<file path="config.mk">
export PLATFORM = sky130hd
export DESIGN_NAME = pipeline_hazard_ctrl
export DESIGN_NICKNAME = d
export VERILOG_FILES = /design/src/rtl/pipeline_hazard_ctrl_pkg.sv /design/src/rtl/pipeline_hazard_ctrl_load_use_detect.sv /design/src/rtl/pipeline_hazard_ctrl.sv
export SDC_FILE = /design/constraint.sdc
export NUM_CORES = 1
export LEC_CHECK = 0
export BUFFER_PORTS_ARGS = -buffer_cell sky130_fd_sc_hd__buf_2
export CORE_MARGIN = 3
export CORE_UTILIZATION = 46
export DETAILED_ROUTE_END_ITERATION = 10
export PLACE_DENSITY = 0.72
export SLEW_MARGIN = 10
export SYNTH_ARGS = -nofsm -noshare
export SYNTH_HDL_FRONTEND = slang
export SYNTH_SLANG_ARGS = --single-unit
</file>
<file path="constraint.sdc">
create_clock -name clk -period 1.85 [get_ports clk]
set_clock_uncertainty 0.05 [all_clocks]
set_input_delay 0.185 -clock clk [delete_from_list [all_inputs] [get_ports clk]]
set_output_delay 0.185 -clock clk [all_outputs]
set_load 0.02 [all_outputs]
</file>
<file path="src/rtl/pipeline_hazard_ctrl_pkg.sv">
// ============================================================================
// Module      : pipeline_hazard_ctrl_pkg
// Description : Shared types and constants for the pipeline stall/flush sequencer.
// Revision    : 1.0 - initial release
// ============================================================================
`default_nettype none

package pipeline_hazard_ctrl_pkg;

  localparam int REG_AW_DEF = 5;
  localparam int WAIT_CNT_W = 8;

  typedef enum logic [1:0] {
    RUN   = 2'd0,
    MWAIT = 2'd1,
    ERR   = 2'd2
  } ctrl_state_e;

  // One bit per pipeline-register control, MSB first as they appear on the ports.
  typedef struct packed {
    logic pc_en;
    logic ifid_en;
    logic ifid_flush;
    logic idex_en;
    logic idex_flush;
    logic exmem_en;
    logic memwb_bubble;
  } pipe_ctrl_t;

  localparam pipe_ctrl_t CTRL_RUN      = 7'b1101010;
  localparam pipe_ctrl_t CTRL_HALT     = 7'b0000001;
  localparam pipe_ctrl_t CTRL_REDIRECT = 7'b1111110;
  localparam pipe_ctrl_t CTRL_LOAD_USE = 7'b0001110;

endpackage

`default_nettype wire

</file>
<file path="src/rtl/pipeline_hazard_ctrl_load_use_detect.sv">
// ============================================================================
// Module      : load_use_detect
// Description : Combinational load-use hazard compare between ID sources and EX load.
// Revision    : 1.0 - initial release
// ============================================================================
`default_nettype none

module load_use_detect
  import pipeline_hazard_ctrl_pkg::*;
#(
  parameter int REG_AW = REG_AW_DEF
) (
  input  logic              ex_memread_i,
  input  logic [REG_AW-1:0] ex_rd_i,
  input  logic [REG_AW-1:0] id_rs1_i,
  input  logic [REG_AW-1:0] id_rs2_i,
  input  logic              id_use_rs1_i,
  input  logic              id_use_rs2_i,
  output logic              hazard_o
);

  logic w_rs1_hit;
  logic w_rs2_hit;

  assign w_rs1_hit = id_use_rs1_i && (id_rs1_i == ex_rd_i);
  assign w_rs2_hit = id_use_rs2_i && (id_rs2_i == ex_rd_i);

  // x0 is hard-wired zero, so a load targeting it never creates a dependency.
  assign hazard_o = ex_memread_i && (ex_rd_i != '0) && (w_rs1_hit || w_rs2_hit);

endmodule

`default_nettype wire

</file>
<file path="src/rtl/pipeline_hazard_ctrl.sv">
// ============================================================================
// Module      : pipeline_hazard_ctrl
// Description : Stall/flush sequencer for the 5-stage pipeline with memory watchdog.
// Revision    : 1.0 - initial release
// ============================================================================
`default_nettype none

module pipeline_hazard_ctrl
  import pipeline_hazard_ctrl_pkg::*;
#(
  parameter int REG_AW      = REG_AW_DEF,
  parameter int MEM_TIMEOUT = 16,
  parameter int CNT_W       = 16
) (
  input  logic              clk,
  input  logic              rst_n,
  input  logic [REG_AW-1:0] id_rs1_i,
  input  logic [REG_AW-1:0] id_rs2_i,
  input  logic              id_use_rs1_i,
  input  logic              id_use_rs2_i,
  input  logic              ex_memread_i,
  input  logic [REG_AW-1:0] ex_rd_i,
  input  logic              ex_br_taken_i,
  input  logic              mem_req_i,
  input  logic              mem_ready_i,
  output logic              pc_en_o,
  output logic              ifid_en_o,
  output logic              ifid_flush_o,
  output logic              idex_en_o,
  output logic              idex_flush_o,
  output logic              exmem_en_o,
  output logic              memwb_bubble_o,
  output logic              mem_err_o,
  output logic [CNT_W-1:0]  stall_count_o
);

  localparam logic [WAIT_CNT_W-1:0] C_WAIT_LAST = WAIT_CNT_W'(MEM_TIMEOUT - 1);

  ctrl_state_e           state_q, state_d;
  logic [WAIT_CNT_W-1:0] wait_cnt_q, wait_cnt_d;
  logic [CNT_W-1:0]      stall_count_q, stall_count_d;

  logic       w_load_use;
  logic       w_freeze;
  pipe_ctrl_t w_ctrl;

  load_use_detect #(
    .REG_AW (REG_AW)
  ) u_load_use_detect (
    .ex_memread_i (ex_memread_i),
    .ex_rd_i      (ex_rd_i),
    .id_rs1_i     (id_rs1_i),
    .id_rs2_i     (id_rs2_i),
    .id_use_rs1_i (id_use_rs1_i),
    .id_use_rs2_i (id_use_rs2_i),
    .hazard_o     (w_load_use)
  );

  // An outstanding wait keeps the pipe frozen even if mem_req drops.
  always_comb begin
    w_freeze = 1'b0;
    case (state_q)
      RUN:     w_freeze = mem_req_i && !mem_ready_i;
      MWAIT:   w_freeze = !mem_ready_i;
      default: w_freeze = 1'b0;
    endcase
  end

  always_comb begin
    w_ctrl = CTRL_RUN;
    if (!rst_n || (state_q == ERR) || w_freeze) begin
      w_ctrl = CTRL_HALT;
    end else if (ex_br_taken_i) begin
      w_ctrl = CTRL_REDIRECT;
    end else if (w_load_use) begin
      w_ctrl = CTRL_LOAD_USE;
    end
  end

  always_comb begin
    state_d    = state_q;
    wait_cnt_d = wait_cnt_q;
    case (state_q)
      RUN: begin
        if (mem_req_i && !mem_ready_i) begin
          state_d    = MWAIT;
          wait_cnt_d = WAIT_CNT_W'(1);
        end
      end
      MWAIT: begin
        if (mem_ready_i) begin
          state_d    = RUN;
          wait_cnt_d = '0;
        end else if (wait_cnt_q == C_WAIT_LAST) begin
          state_d    = ERR;
          wait_cnt_d = '0;
        end else begin
          wait_cnt_d = wait_cnt_q + WAIT_CNT_W'(1);
        end
      end
      ERR: begin
        state_d    = ERR;
        wait_cnt_d = '0;
      end
      default: begin
        state_d    = RUN;
        wait_cnt_d = '0;
      end
    endcase
  end

  always_comb begin
    stall_count_d = stall_count_q;
    if (!w_ctrl.pc_en && (state_q != ERR) && (stall_count_q != '1)) begin
      stall_count_d = stall_count_q + CNT_W'(1);
    end
  end

  always_ff @(posedge clk or negedge rst_n) begin
    if (!rst_n) begin
      state_q       <= RUN;
      wait_cnt_q    <= '0;
      stall_count_q <= '0;
    end else begin
      state_q       <= state_d;
      wait_cnt_q    <= wait_cnt_d;
      stall_count_q <= stall_count_d;
    end
  end

  assign pc_en_o        = w_ctrl.pc_en;
  assign ifid_en_o      = w_ctrl.ifid_en;
  assign ifid_flush_o   = w_ctrl.ifid_flush;
  assign idex_en_o      = w_ctrl.idex_en;
  assign idex_flush_o   = w_ctrl.idex_flush;
  assign exmem_en_o     = w_ctrl.exmem_en;
  assign memwb_bubble_o = w_ctrl.memwb_bubble;
  assign mem_err_o      = (state_q == ERR);
  assign stall_count_o  = stall_count_q;

endmodule

`default_nettype wire
</file>
==> results of run 1 <==
-- layer usage --
metal  vias up  part of all wire  track usage
li1        729                 -            -
met1       733              0.43        0.224
met2        52              0.52        0.301
met3         8             0.039       0.0277
met4         0             0.016       0.0528
met5         -                 0            0
-- kinds of logic (layout without fill, tap and decap cells) --
kind of cell	after synthesis	after routing	synth area share
xor+xnor	25	25	0.138
buf+inv	13	91	0.0520
simple gates	54	54	0.181
compound gates	36	36	0.188
flops	26	26	0.410
fa+ha+maj	2	2	0.0158
mux	2	2	0.0142
-- synthesized netlist by cell type, types with 2 or more instances --
| master | number |
|---|---|
| dfrtp_1 | 26 |
| xnor2_1 | 25 |
| nor2_1 | 14 |
| and3_1 | 10 |
| o21ai_0 | 10 |
| nand2_1 | 7 |
| o211ai_2 | 7 |
| inv_1 | 6 |
| nand2b_1 | 5 |
| nand4_1 | 4 |
| o2111ai_1 | 4 |
| nand3_1 | 3 |
| a21oi_1 | 2 |
| and2_1 | 2 |
| buf_2 | 2 |
| buf_4 | 2 |
| ha_1 | 2 |
| mux2_1 | 2 |
| nor3_1 | 2 |
| o2111ai_2 | 2 |
-- cells in the final DEF (no fill, tap or decap), types with 3 or more instances in the layout --
cell,synthesis,final
o21ai_0,10,9
nor2_4,0,3
o211ai_2,7,7
inv_1,6,5
and3_1,10,7
and3_4,1,4
nor2_1,14,10
xnor2_1,25,25
buf_4,2,29
o2111ai_2,2,3
dfrtp_1,26,15
o2111ai_1,4,3
nand2_1,7,7
nand4_1,4,4
buf_6,1,7
nand2b_1,5,4
buf_2,2,42
dfrtp_2,0,11
clkbuf_4,0,3
-- state kept, by name, summed over array words and instances (netlist names) --
signal,cells
stall_count_o,16
state_q,2
wait_cnt_q,8
-- final timing paths --
path	startpoint	end	slack (ns)
max	stall_count_o[12]$_DFFE_PN0P_	stall_count_o[1]$_DFFE_PN0P_	-0.01
min	mem_ready_i	state_q[0]$_DFFE_PN0P_	0.07
max reg2reg	stall_count_o[12]$_DFFE_PN0P_	stall_count_o[1]$_DFFE_PN0P_	-0.01
min reg2reg	stall_count_o[15]$_DFFE_PN0P_	stall_count_o[15]$_DFFE_PN0P_	0.43
max in group asynchronous	rst_n	stall_count_o[1]$_DFFE_PN0P_	1.08
min in group asynchronous	rst_n	stall_count_o[12]$_DFFE_PN0P_	0.39
-- report_power, final --
part | switching [mW] | leakage [nW] | internal (mW)
Combinational | 0.621 | 0.681 | 0.604
Clock | 0.167 | 0.0210 | 0.120
Sequential | 0.115 | 0.331 | 0.684
-- worst max-delay path, delay by kind of cell, from the launching register on --
family,cells,cell delay (ns)
mux,1,0.33
compound gates,1,0.06
flops,1,0.42
simple gates,4,0.79
buf+inv,1,0.13
-- cell type report --
cell class,count,area (µm²),area share
multi-input cells,119,946,0.415
flip-flops and latches,26,664,0.291
repair buffers,81,557,0.244
well taps,44,55.1,0.0241
clock buffers,4,36.3,0.0159
inverters,6,22.5,0.00987
-- stage by stage --
step / cell area, µm² / hold WS [ns] / setup TNS, ns / utilization / total power, mW
3_5_place_dp: 1980 / 0.222 / -0.0498 / 0.623 / 1.72
4_1_cts: 2050 / 0.0590 / 0 / 0.646 / 2.05
2_1_floorplan: 1610 / -0.161 / -0.0857 / - / 1.37
6_report: 2280 / 0.0728 / -0.0117 / 0.718 / 2.31
5_1_grt: 2280 / 0.0567 / -0.143 / 0.718 / 2.46
3_3_place_gp: 1980 / 0.224 / 0 / 0.623 / 1.69
-- what timing repair did --
| item | 4_1_cts | 5_1_grt |
|---|---|---|
| resized for setup | 5 | 23 |
| hold buffers | 1 | 0 |
| setup endpoints to repair | 8 | 13 |
| buffers inserted | 1 | 18 |
| endpoints found under the hold margin | 26 | 0 |
| pin swaps | 2 | 6 |
==> flow_summary_export.csv, run 1 <==
group,metric,value,unit
global_route,first_global_vias,1356,
clock_tree,clkLatencyLatePin,0.32,ns
floorplan,initial_utilization,0.499,
setup_path,worstPathRequired,2.01,ns
placed_design,pre_cts_slack,-0.0265,ns
sta,relSlewSlack,0.754,
synthesis,synth_flop_cell,"dfrtp_1",
floorplan,row_count,20,
layout,instances_no_fill,280,
clock_tree,numCtsBuffers,3,
floorplan,die_w,64.7,µm
setup_path,arrival,2.03,ns
sta,period_minus_slack,1.86,ns
sta,maxSlewViolCount,0,
sta,hold_viol,0,
layout,area_delta_synth_final,43.8,%
floorplan,die_h,64.7,µm
synthesis,ys_warn_count,0,
layout,drive_gt1_frac,0.517,
synthesis,synth-seq-cells,26,
detailed_routing,first_iter_violations,63,
job,cap_violations,0,
layout,num_antenna_cells,0,
setup_path,path_cells,"nand4_1 -> or3_4 -> nor2_4 -> nor2_4 -> buf_12 -> o21ai_2 -> mux2_1",
sta,finalSetupViolCount,1,
sta,finalCritPeriodShare,1.01,
clock_tree,clk_pin_slew,0.14,ns
setup_path,slowest_delay,0.45,ns
setup_path,crit_slowest_cell,"or3_4",
setup_path,critPathKind,"reg2reg",
sta,tightest_slew,0.366,ns
synthesis,synthCells,158,
placed_design,io_buffers,46,
detailed_routing,final_antenna_net_count,0,
pwr,pwr_density_cell,1010,nW/µm²
worst_hold_path,whs_path_depth,2,
synthesis,synth_cell_types,41,
synthesis,yosys.area.top_type,"dfrtp_1",
sta,fmax,537,MHz
setup_path,path_max_fanout,4,
detailed_routing,dr.pass1.iters,6,
pwr,total_leakage_power,1.03,nW
global_route,antenna_found_initial,0,
global_route,track_usage,0.175,
sta,fin_ws,-0.0117,ns
pwr,vdd_drop_max,0.000678,V
outcome,violations,"setup timing",
global_route,grt_first_pass_wirelength,5.95,mm
layout,finalNetCount,262,
setup_path,worst-r2r-cell-count,7,
global_route,grt_max_degree,27,
floorplan,dieArea,4190,µm²
synthesis,avgSynthCellArea,10.0,µm²
setup_path,start_kind,"flop",
detailed_routing,wl_per_cell,14.7,µm
synthesis,synth_edf_count,0,
layout,n_fill_cell,216,
setup_path,endpoint_kind,"flop",
synthesis,async_reset_ff_frac,1.00,
placed_design,dp.cells,256,
placed_design,dp_hpwl,2.73,mm
floorplan,core,3180,µm²
sta,rsz0062_at_grt,"yes",
synthesis,synth_fp_nets,183,
placed_design,gp_congestion,0.793,
clock_tree,cts_buffer_depth,2,
synthesis,yosysTopAreaCellShare,0.410,
detailed_routing,vias,1522,
detailed_routing,vias_per_cell,5.44,
setup_path,crit_path_frequent_cell,"nor2_4",
floorplan,boundaryPins,47,
worst_hold_path,hold_class,"in2reg",
clock_tree,cts.sinks,26,
global_route,grt_overflow,0,
synthesis,seq_area_frac_synth,0.410,
clock_tree,tritoncts,"done",
clock_tree,cts_root_buffer,"clkbuf_4",
clock_tree,htree_levels,1,
synthesis,synth_area,1590,µm²
outcome,status,"finished with violations",
synthesis,synthTopCellsByArea,"dfrtp_1 41%, xnor2_1 14%, o211ai_2 5.5%, and3_1 3.9%, nor2_1 3.3%",
detailed_routing,drc,0,
detailed_routing,wirelength,4.13,mm
(Power assumes the default switching activity.)
==> inputs of run 2 (changes only) <==
- CORE_ASPECT_RATIO: default -> 1.5
==> run 2 against run 1 <==
Against the previous run:
- non-clock buffer count is 8 lower
- largest cell class unchanged
- flip-flop and latch count is the same
- clock-buffer cell count down 1
- the flow now finishes without violations
- largest power group unchanged
- wire length up 3.2%
==> flow_summary_export.csv, run 2 (synthesis gave the netlist of run 1 again) <==
group,metric,value,unit
outcome,status,"completed",
pwr,power,2.34,mW
setup_path,worst-r2r-cell-count,6,
setup_path,timing.rr.start,"stall_count_o[14]$_DFFE_PN0P_",
floorplan,row_count,25,
detailed_routing,final_antenna_net_count,0,
placed_design,dp_hpwl,3.23,mm
layout,drive_gt1_frac,0.474,
pwr,total_leakage_power,1.01,nW
global_route,antenna_found_initial,0,
setup_path,worstPathRequired,1.62,ns
setup_path,worst-r2r-setup-slack,0.07,ns
detailed_routing,wirelength,4.26,mm
floorplan,dieArea,4200,µm²
layout,area_delta_synth_final,38.2,%
layout,largest_register_ffs,16,
layout,instances_no_fill,268,
sta,fin_ws,0.0497,ns
layout,fin_util,0.681,
sta,period_minus_slack,1.80,ns
layout,finalNetCount,254,
layout,layout_common_cells,"42 x buf_2, 25 x xnor2_1, 25 x buf_4, 16 x dfrtp_1, 11 x nor2_1",
clock_tree,clk_pin_slew,0.09,ns
detailed_routing,vias,1486,
setup_path,endpoint_kind,"output pin",
pwr,vdd_drop_max,0.000754,V
placed_design,dpl-instance-area,1980,µm²
setup_path,critPathKind,"in2out",
placed_design,pre_cts_slack,-0.0430,ns
placed_design,io_buffers,46,
layout,n_fill_cell,254,
layout,final_common_cell,"buf_2",
worst_hold_path,hold_class,"in2reg",
worst_hold_path,whs_path_depth,2,
global_route,grt_overflow,0,
floorplan,die_w,54.0,µm
global_route,track_usage,0.214,
global_route,met2_usage,0.396,
clock_tree,cts_buffer_depth,2,
placed_design,dp.cells,255,
sta,finalCritPeriodShare,0.973,
sta,fmax,555,MHz
detailed_routing,drc,0,
pwr,pwr_density_cell,1070,nW/µm²
sta,hold_viol,0,
clock_tree,cts.sinks,26,
placed_design,gp_congestion,0.912,
detailed_routing,first_iter_violations,26,
global_route,grt_max_degree,27,
global_route,grt_use_met1,0.228,
detailed_routing,dr.pass1.iters,4,
floorplan,boundaryPins,47,
detailed_routing,vias_per_cell,5.54,
sta,finalSetupViolCount,0,
setup_path,path_max_fanout,5,
sta,maxSlewViolCount,0,
sta,tightest_slew,0.407,ns
clock_tree,tritoncts,"done",
global_route,grt_first_pass_wirelength,6.78,mm
clock_tree,numCtsBuffers,3,
clock_tree,htree_levels,1,
setup_path,r2r-end,"stall_count_o[1]$_DFFE_PN0P_",
layout,num_antenna_cells,0,
clock_tree,clkLatencyLatePin,0.28,ns
worst_hold_path,hp-start,"mem_ready_i",
setup_path,start_kind,"input port",
sta,holdWs,0.120,ns
sta,tns,0,ns
global_route,use_met3,0.0307,
layout,fin_area,2190,µm²
floorplan,initial_utilization,0.492,
clock_tree,cts_root_buffer,"clkbuf_8",
sta,relSlewSlack,0.726,
setup_path,arrival,1.57,ns
floorplan,die_h,77.9,µm
global_route,first_global_vias,1481,
detailed_routing,wl_per_cell,15.9,µm
job,cap_violations,0,
global_route,grt-busiest-layer,"met2",
floorplan,core,3220,µm²
worst_hold_path,min_to,"state_q[0]$_DFFE_PN0P_",
-- run 2: cell types whose count changed in the layout (fill, tap and decap cells not counted), moves of 2 or more --
| cell | delta |
|---|---|
| and3_1 | +3 |
| and3_4 | -3 |
| buf_12 | -2 |
| buf_4 | -4 |
| buf_6 | -2 |
| clkbuf_4 | -3 |
| clkbuf_8 | +2 |
-- run 2: timing repair --
item / 4_1_cts / 5_1_grt
buffers inserted: 3 / 5
hold buffers: 1 / 0
resized for setup: 1 / 15
setup endpoints to repair: 13 / 15
hold endpoints to repair: 26 / 0
pin swaps: 1 / 5
-- run 2: worst max-delay path by stage --
stage               cells after the start                          start                           end
floorplan                               7                     ex_rd_i[1]                       pc_en_o
global placement                        6                     ex_rd_i[1]  stall_count_o[1]$_DFFE_PN0P_
detailed placement                      6                     ex_rd_i[1]  stall_count_o[1]$_DFFE_PN0P_
CTS                                     7                     ex_rd_i[1]                     ifid_en_o
global route                            6  stall_count_o[14]$_DFFE_PN0P_  stall_count_o[1]$_DFFE_PN0P_
finish                                  7                     ex_rd_i[3]                     ifid_en_o
-- run 2: power by group --
part           switching, mW  internal, mW  leakage, nW  total [mW]
combinational          0.598         0.474        0.643        1.07
sequential             0.101         0.682        0.332       0.784
clock                  0.192         0.290       0.0357       0.481
-- run 2: critical path, cell delays in order --
cell	delay, ns
buf_6	0.09
or4_4	0.52
o21a_1	0.22
and3_4	0.17
buf_6	0.13
nor2_4	0.12
buf_6	0.13
-- run 2: per-layer routing --
metal,wire length [µm],up-vias
met1,1580,722
met3,154,12
li1,-,709
met4,109,0
met5,0,-
met2,2410,43
-- run 2: cell type report --
class	instances	area [µm²]	share of cell area
repair buffers	73	464	0.212
well taps	40	50.0	0.0228
flip-flops and latches	26	663	0.302
inverters	6	22.5	0.0103
clock buffers	3	41.3	0.0188
clock inverters	1	30.0	0.0137
multi-input cells	119	922	0.420
